==> src/rtl/fetch_target_queue_pkg.sv <==
// fetch_target_queue_pkg: shared predictor/FTQ types and sizing constants
package fetch_target_queue_pkg;
    localparam int FETCH_WIDTH = 4;
    localparam int DEF_FTQ_DEPTH = 8;
    localparam int NPC_OFS = $clog2(FETCH_WIDTH) + 2;
    typedef logic [$clog2(DEF_FTQ_DEPTH)-1:0] FtqPtrT;
    typedef struct packed {
        logic next;
        logic redirect;
        logic [31:0] target;
    } BpuReqSt;
    typedef struct packed {
        logic [31:0] pc;
        logic [31:0] npc;
        logic [FETCH_WIDTH-1:0] valid;
    } BpuRspSt;
    typedef struct packed {
        logic [31:0] pc;
        logic [FETCH_WIDTH-1:0] mask;
    } FtqEntrySt;
    function automatic logic [31:0] align4(input logic [31:0] pc);
        return {pc[31:2], 2'b00};
    endfunction
endpackage

==> src/rtl/fetch_target_queue_if.sv <==
// fetch_target_queue_if: predictor, backend-flush and fetch-stage signals of the FTQ
interface fetch_target_queue_if;
    import fetch_target_queue_pkg::*;
    BpuReqSt bpu_req;
    BpuRspSt bpu_rsp;
    logic redirect_valid;
    logic [31:0] redirect_target;
    logic ftq_valid;
    logic ftq_ready;
    logic [31:0] ftq_pc;
    logic [FETCH_WIDTH-1:0] ftq_mask;
    modport master (
        output bpu_req, ftq_valid, ftq_pc, ftq_mask,
        input bpu_rsp, redirect_valid, redirect_target, ftq_ready
    );
    modport slave (
        input bpu_req, ftq_valid, ftq_pc, ftq_mask,
        output bpu_rsp, redirect_valid, redirect_target, ftq_ready
    );
endinterface

==> src/rtl/fetch_target_queue_storage.sv <==
// ftq_storage: FTQ entry array, one write port and one asynchronous read port
module ftq_storage
    import fetch_target_queue_pkg::*;
#(
    parameter int DEPTH = DEF_FTQ_DEPTH,
    localparam int AW = $clog2(DEPTH)
) (
    input logic clk,
    input logic we,
    input logic [AW-1:0] waddr,
    input FtqEntrySt wdata,
    input logic [AW-1:0] raddr,
    output FtqEntrySt rdata
);
    FtqEntrySt mem [DEPTH];
    always_ff @(posedge clk) if (we) mem[waddr] <= wdata;
    assign rdata = mem[raddr];
endmodule

==> src/rtl/fetch_target_queue.sv <==
// fetch_target_queue: captures predicted fetch blocks into a circular FIFO for the fetch stage
module fetch_target_queue
    import fetch_target_queue_pkg::*;
#(
    parameter int FTQ_DEPTH = DEF_FTQ_DEPTH
) (
    input logic clk,
    input logic rst,
    fetch_target_queue_if.master bus
);
    localparam int PW = $clog2(FTQ_DEPTH);
    localparam logic [PW:0] FULL = (PW+1)'(FTQ_DEPTH);
    logic [PW-1:0] head_ptr, tail_ptr;
    logic [PW:0] count;
    logic next, redir, enq, deq;
    FtqEntrySt rdata;
    assign redir = !rst && bus.redirect_valid;
    assign next = !rst && !bus.redirect_valid && (count < FULL);
    assign enq = next && |bus.bpu_rsp.valid;
    assign bus.ftq_valid = !rst && !bus.redirect_valid && (count != '0);
    assign deq = bus.ftq_valid && bus.ftq_ready;
    assign bus.bpu_req = '{next: next, redirect: redir, target: redir ? align4(bus.redirect_target) : 32'h0};
    assign bus.ftq_pc = rdata.pc;
    assign bus.ftq_mask = rdata.mask;
    ftq_storage #(.DEPTH(FTQ_DEPTH)) u_storage (
        .clk(clk),
        .we(enq),
        .waddr(tail_ptr),
        .wdata('{pc: bus.bpu_rsp.pc, mask: bus.bpu_rsp.valid}),
        .raddr(head_ptr),
        .rdata(rdata)
    );
    // stale entries survive a flush; zeroing count alone makes them unreachable
    always_ff @(posedge clk) begin
        if (rst || bus.redirect_valid) begin
            head_ptr <= '0;
            tail_ptr <= '0;
            count <= '0;
        end else begin
            head_ptr <= head_ptr + PW'(deq);
            tail_ptr <= tail_ptr + PW'(enq);
            count <= count + (PW+1)'(enq) - (PW+1)'(deq);
        end
    end
    always_ff @(posedge clk) begin
        if (!rst) begin
            assert (!(enq && count == FULL));
            assert (!(deq && count == '0));
            assert (!(bus.ftq_valid && bus.ftq_mask == '0));
        end
    end
endmodule

==> src/flat_wrapper.sv <==
// flat-port wrapper written by rule: the top's interface ports become plain ports
module fetch_target_queue_flat import fetch_target_queue_pkg::*;
#(
    parameter int FTQ_DEPTH = DEF_FTQ_DEPTH
)
  (clk, rst, bus_bpu_req, bus_ftq_valid, bus_ftq_pc, bus_ftq_mask, bus_bpu_rsp, bus_redirect_valid, bus_redirect_target, bus_ftq_ready);
  fetch_target_queue_if bus_i ();
  input logic clk;
  input logic rst;
  output wire logic [$bits(bus_i.bpu_req)-1:0] bus_bpu_req;
  output wire logic [$bits(bus_i.ftq_valid)-1:0] bus_ftq_valid;
  output wire logic [$bits(bus_i.ftq_pc)-1:0] bus_ftq_pc;
  output wire logic [$bits(bus_i.ftq_mask)-1:0] bus_ftq_mask;
  input wire logic [$bits(bus_i.bpu_rsp)-1:0] bus_bpu_rsp;
  input wire logic [$bits(bus_i.redirect_valid)-1:0] bus_redirect_valid;
  input wire logic [$bits(bus_i.redirect_target)-1:0] bus_redirect_target;
  input wire logic [$bits(bus_i.ftq_ready)-1:0] bus_ftq_ready;
  assign bus_bpu_req = bus_i.bpu_req;
  assign bus_ftq_valid = bus_i.ftq_valid;
  assign bus_ftq_pc = bus_i.ftq_pc;
  assign bus_ftq_mask = bus_i.ftq_mask;
  assign bus_i.bpu_rsp = bus_bpu_rsp;
  assign bus_i.redirect_valid = bus_redirect_valid;
  assign bus_i.redirect_target = bus_redirect_target;
  assign bus_i.ftq_ready = bus_ftq_ready;
  fetch_target_queue #(.FTQ_DEPTH(FTQ_DEPTH)) u_core (.clk(clk), .rst(rst), .bus(bus_i));
endmodule
==> config.mk <==
export PLATFORM = sky130hd
export DESIGN_NAME = fetch_target_queue_flat
export DESIGN_NICKNAME = d
export VERILOG_FILES = /design/src/rtl/fetch_target_queue_pkg.sv /design/src/rtl/fetch_target_queue_if.sv /design/src/rtl/fetch_target_queue_storage.sv /design/src/rtl/fetch_target_queue.sv /design/src/flat_wrapper.sv
export SDC_FILE = /design/constraint.sdc
export NUM_CORES = 1
export LEC_CHECK = 0
export CAP_MARGIN = 0
export CORE_MARGIN = 4
export CORE_UTILIZATION = 54
export DETAILED_ROUTE_END_ITERATION = 16
export HOLD_SLACK_MARGIN = 0.1
export PLACE_DENSITY = 0.8
export SYNTH_ARGS = -nofsm -noshare
export SYNTH_HDL_FRONTEND = slang
export SYNTH_SLANG_ARGS = --single-unit
==> constraint.sdc <==
create_clock -name clk -period 5.05 [get_ports clk]
set_clock_uncertainty 0.2 [all_clocks]
set_input_delay 0.505 -clock clk [delete_from_list [all_inputs] [get_ports clk]]
set_output_delay 0.505 -clock clk [all_outputs]
set_load 0.005 [all_outputs]
==> flow_summary.json, run 1 <==
{
  "status": "complete, no violations",
  "setup_violations": 0,
  "root_buffer": "clkbuf_16",
  "areaGrowthSynthToFinish_pct": 22.1,
  "grtUsageMet2_pct": 32.8,
  "reg2reg_depth": 4,
  "antennaDiodeCount": 0,
  "gp_congestion": 0.796,
  "num_io_pins": 175,
  "syn-cell-area_mm2": 0.0119,
  "maxCapViolCount": 0,
  "cts_tree": "yes",
  "cts_sinks": 298,
  "drtIter0Drc": 318,
  "antenna_found_initial": 1,
  "crit_buf_inv": 2,
  "cp-end-kind": "output port",
  "grt_max_degree": 74,
  "cp-start-kind": "flip-flop",
  "use_met1_pct": 23.9,
  "gr-usage-met3_pct": 3.84,
  "synth_seq_cells": 298,
  "hold_viol_final": 0,
  "coreArea_mm2": 0.0214,
  "drv_slew": 0,
  "min-delay-start": "u_core.tail_ptr[2]",
  "start_util_pct": 55.6,
  "first_global_vias": 6069,
  "wl_um": 22400,
  "grt_usage_pct": 18.4,
  "port_buffers": 138,
  "ff2ff_setup_slack_ns": 2.48,
  "path_class": "flip-flop to output port",
  "critPathMaxFanout": 35,
  "cp.arrival_ns": 3.07,
  "grt_pass1_wl_um": 34300,
  "clock_latency_ns": 0.52,
  "synth_top_area_cell": "edfxtp_1",
  "synth-edff-count": 288,
  "synth_area_leaders": "edfxtp_1 (73%), mux4_1 (14%), mux2_2 (3.4%)",
  "r2r-start": "u_core.count[3]",
  "ys_types": 32,
  "postCtsHoldBufs": 0,
  "top_usage_layer": "met2",
  "die_w_um": 156,
  "drtPass1Iterations": 4,
  "htreeDepth": 1,
  "cts_resized": 0,
  "post_drt_via_cell_ratio": 5.69,
  "wire_per_inst_um": 23.0,
  "crit_chain": "buf_4, mux4_1, mux2_2, clkdlybuf4s50_1",
  "layout_common_cells": "edfxtp_1 (288), clkdlybuf4s50_1 (138), mux4_1 (64)",
  "fp.dieH_um": 156,
  "place_area_mm2": 0.0136,
  "rr_endpoint": "u_core.u_storage.mem[6][23]",
  "period_minus_slack_ns": 3.77,
  "gr-total-overflow": 0,
  "required_ns": 4.35,
  "cts_buffers": 28,
  "hold_end": "u_core.tail_ptr[2]",
  "p_per_area_mw_per_mm2": 342,
  "final.setup.tns_ns": 0,
  "avgSynthCellArea_um2": 22.8,
  "nNetsFinal": 789,
  "postRouteAntennaNets": 0,
  "drcViolationCount": 0,
  "clkTransAtPathRegs_ns": 0.06,
  "vias": 5525,
  "critPathTopFamily": "buffers and inverters",
  "worst_slew_pin_slew_ns": 1.17,
  "post-route-period-util_pct": 74.7,
  "min_delay_path_depth": 2,
  "cts_setup_buffers": 0,
  "max_freq_ghz": 0.265,
  "yosysSeqAreaShare_pct": 74.5,
  "critPathMaxStageDelay_ns": 0.73,
  "rsz0062_at_grt": "false",
  "synthFlopType": "edfxtp_1",
  "dieArea_mm2": 0.0244,
  "rows": 53,
  "synth_cells": 520,
  "hpwl_um": 13300,
  "slowest_stage": "dfxtp_4",
  "min_path_type": "flip-flop to flip-flop",
  "ys.warnings.count": 0,
  "leakage_nw": 4.68,
  "clock_path_buffers": 3,
  "fin_area_mm2": 0.0145,
  "slew_headroom_pct": 22.1,
  "async_flop_share_pct": 0,
  "yosysTopAreaCellShare_pct": 72.8,
  "final_common_cell": "edfxtp_1",
  "ir_drop_v": 0.000182,
  "drive_gt1_share_pct": 15.5
}
-- how the worst max path moves through the flow --
| stage | startpoint | end | slack, ns | depth (start not counted) |
|---|---|---|---|---|
| 6_report | u_core.head_ptr[1] | bus_ftq_pc[10] | 1.28 | 4 |
| 5_1_grt | u_core.head_ptr[1] | bus_ftq_pc[18] | 1.11 | 4 |
| 3_3_place_gp | bus_redirect_valid | u_core.u_storage.mem[3][17] | 1.63 | 5 |
| 3_5_place_dp | rst | u_core.u_storage.mem[3][17] | 1.59 | 5 |
| 2_1_floorplan | bus_redirect_valid | u_core.u_storage.mem[4][0] | 1.00 | 3 |
| 4_1_cts | u_core.head_ptr[1] | bus_ftq_pc[18] | 1.19 | 4 |
-- worst register-to-register path: stages (launching register included) --
cell and delay (ns):
dfxtp_1 0.34, nor3_1 0.24, nand3b_1 0.33, nor2_4 0.64
buf_4 0.46
-- power by group --
part           switching [mW]  leakage, nW  internal (mW)  total, mW
logic                  0.0825         1.56          0.123      0.206
clock network           0.822        0.442           1.19       2.01
registers             0.00632         2.68           2.73       2.74
total                   0.910         4.68           4.04       4.95
-- routing by layer --
layer / up-vias / wire [um] / part of all wire (%)
li1: 2502 / - / -
met1: 2811 / 8600 / 38
met2: 187 / 12000 / 54
met3: 23 / 1450 / 6.5
met4: 2 / 267 / 1.2
met5: - / 13 / 0.058
-- Yosys cell counts, types with 6 or more instances --
library cell,n
edfxtp_1,288
mux4_1,64
buf_6,8
mux2_2,36
buf_1,8
dfxtp_1,10
ha_1,9
and2_1,36
nor2_1,11
inv_1,7
mux4_2,8
clkbuf_1,6
-- kinds of logic after synthesis --
kind of cell    count (synthesis)  synth area share (%)
compound gates                  3                 0.158
buf+inv                        35                  1.76
fa+ha+maj                      10                  1.12
other cells                     1                0.0316
mux                           109                  19.2
simple gates                   61                  2.99
xor+xnor                        3                 0.221
flops                         298                  74.5
-- through the flow --
stage | utilization, % | setup slack [ns] | hold slack, ns | power (mW) | std cells
2_1_floorplan | - | 1.00 | 0.298 | 2.85 | 521
3_3_place_gp | 63.7 | 1.63 | 0.316 | 2.99 | 920
3_5_place_dp | 63.7 | 1.59 | 0.340 | 3.00 | 920
4_1_cts | 67.9 | 1.19 | 0.357 | 5.00 | 971
5_1_grt | 67.9 | 1.11 | 0.393 | 5.12 | 971
6_report | 67.9 | 1.28 | 0.353 | 4.95 | 971
-- flip-flops by register name, indices dropped and copies added (netlist names) --
| signal | count |
|---|---|
| u_core.u_storage.mem | 288 |
| u_core.head_ptr | 3 |
| u_core.tail_ptr | 3 |
| u_core.count | 4 |
-- final cells by class --
cell class / instances / area, um^2
Clock buffer: 33 / 741
Multi-Input combinational cell: 188 / 2870
Sequential cell: 298 / 8860
Inverter: 7 / 26.3
Fill cell: 1301 / 6860
Timing Repair Buffer: 152 / 1500
Clock inverter: 18 / 154
Tap cell: 275 / 344
Note: power is estimated with default switching activity, not from simulation.
==> run 2, diff against run 1 <==
- CORE_UTILIZATION: 54 -> 49
- PLACE_DENSITY: 0.8 -> 0.76
- clock period: 5.05 -> 3.02 ns (I/O delays scaled with it)
==> run 2 against run 1 <==
Flip-flop and latch count did not move. Highest routed layer is now met4. Total power rose by 61%. Hold slack got worse by 0.046 ns. Via count rose by 2.2%. Critical path type unchanged. Clock power rose by 53%. Clock-buffer cell count fell by 1. Combinational power rose by 68%. Worst setup slack got worse by 1.3 ns. Sequential share of layout area fell by 1.2 points. Wire length rose by 2.7%. Critical path depth did not move.
==> flow_summary.json, run 2 (synthesized netlist as in run 1, its figures left out) <==
{
  "areaGrowthSynthToFinish_pct": 24.6,
  "grt_pass1_wl_um": 35800,
  "path_class": "flip-flop to output port",
  "final_common_cell": "edfxtp_1",
  "final.setup.tns_ns": 0,
  "postRouteAntennaNets": 0,
  "drv_slew": 0,
  "cp.arrival_ns": 2.49,
  "cts_buffers": 27,
  "seqCellArea_mm2": 0.00886,
  "start_util_pct": 50.1,
  "pre_cts_ws_ns": 0.114,
  "drtPass1Iterations": 5,
  "die_w_um": 164,
  "crit_buf_inv": 2,
  "status": "complete, no violations",
  "nNetsFinal": 812,
  "rows": 56,
  "htreeDepth": 1,
  "root_buffer": "clkbuf_16",
  "top_regs": "u_core.u_storage.mem x288, u_core.count x4",
  "post_drt_via_cell_ratio": 5.45,
  "required_ns": 2.52,
  "layout_common_cells": "edfxtp_1 (288), clkdlybuf4s50_1 (125), mux4_1 (57)",
  "max_freq_ghz": 0.334,
  "port_buffers": 138,
  "slowest_stage": "mux4_1",
  "multiInputGateArea_mm2": 0.00285,
  "num_io_pins": 175,
  "min_path_type": "input port to flip-flop",
  "period_minus_slack_ns": 3.00,
  "wl_um": 23000,
  "vias": 5648,
  "fillers": 1641,
  "cts_sinks": 298,
  "crit_chain": "buf_12, mux4_1, mux2_2, clkdlybuf4s50_1",
  "drtIter0Drc": 333,
  "coreArea_mm2": 0.0237,
  "dieArea_mm2": 0.0268,
  "maxCapViolCount": 0,
  "regMostFlops": "u_core.u_storage.mem",
  "drive_gt1_share_pct": 18.5,
  "clock_path_buffers": 3,
  "leakage_nw": 4.81,
  "critPathMaxStageDelay_ns": 0.57,
  "clkTransAtPathRegs_ns": 0.07,
  "cts_tree": "yes",
  "p_per_area_mw_per_mm2": 540,
  "finalWorstSetupSlack_ns": 0.0239,
  "largest_register_ffs": 288,
  "rsz0062_at_grt": "true",
  "hold_viol_final": 0,
  "gr-total-overflow": 0,
  "grt_usage_pct": 17.6,
  "drcViolationCount": 0,
  "cp-end-kind": "output port",
  "ir_drop_v": 0.000331,
  "gp_congestion": 0.898,
  "fp.dieH_um": 164,
  "antennaDiodeCount": 0,
  "post-route-period-util_pct": 99.2,
  "wire_per_inst_um": 22.1,
  "first_global_vias": 6051,
  "clock_latency_ns": 0.52,
  "grt_max_degree": 37,
  "antenna_found_initial": 0,
  "setup_violations": 0,
  "critPathTopFamily": "multiplexers",
  "postCtsHoldBufs": 0,
  "critPathMaxFanout": 21,
  "cp-start-kind": "flip-flop",
  "hpwl_um": 13600
}
==> run 2: final timing paths <==
path                                         start                    endpoint  slack (ns)  cells after the start
worst min-delay path               bus_bpu_rsp[39]  u_core.u_storage.mem[0][7]        0.31                      1
worst max-delay path            u_core.head_ptr[1]               bus_ftq_pc[0]        0.02                      4
worst max register to register     u_core.count[3]             u_core.count[2]        0.56                     11
worst min register to register  u_core.tail_ptr[2]          u_core.tail_ptr[2]        0.35                      2
==> run 2: metrics by stage <==
step | hold WS (ns) | total power, mW | instance area, um^2 | util (%) | std cells
2_1_floorplan | 0.201 | 4.76 | 11900 | - | 521
3_3_place_gp | 0.320 | 5.00 | 13900 | 58.6 | 974
3_5_place_dp | 0.335 | 5.02 | 13900 | 58.6 | 974
4_1_cts | 0.294 | 8.07 | 14700 | 62.2 | 1027
5_1_grt | 0.314 | 8.30 | 14800 | 62.5 | 1037
6_report | 0.307 | 7.99 | 14800 | 62.5 | 1037
==> run 2: cell type report <==
cell class	instances	area share, %
inverters	7	0.178
flip-flops and latches	298	59.9
clock inverters	17	0.685
well taps	319	2.70
clock buffers	32	4.69
multi-input cells	188	19.3
repair buffers	176	12.6
==> run 2: what timing repair did <==
action | CTS | global route
gates resized for setup | 17 | 8
gates cloned | 1 | 0
hold endpoints to repair | 0 | 0
buffers inserted | 3 | 11
setup endpoints to repair | 32 | 26
pin swaps | 0 | 0
==> run 2: routing by layer <==
metal / vias to the layer above / global-route usage, % / part of all wire [%]
met5: - / 0 / 0
met4: 0 / 3.89 / 1.5
met3: 28 / 3.13 / 7.6
met2: 236 / 29.6 / 51
met1: 2840 / 24.6 / 40
li1: 2544 / - / -
==> run 2: report_power, final <==
part           total, mW  switching, mW  internal [mW]
clock network       3.07           1.36           1.72
registers           4.57        0.00946           4.56
logic              0.346          0.141          0.205
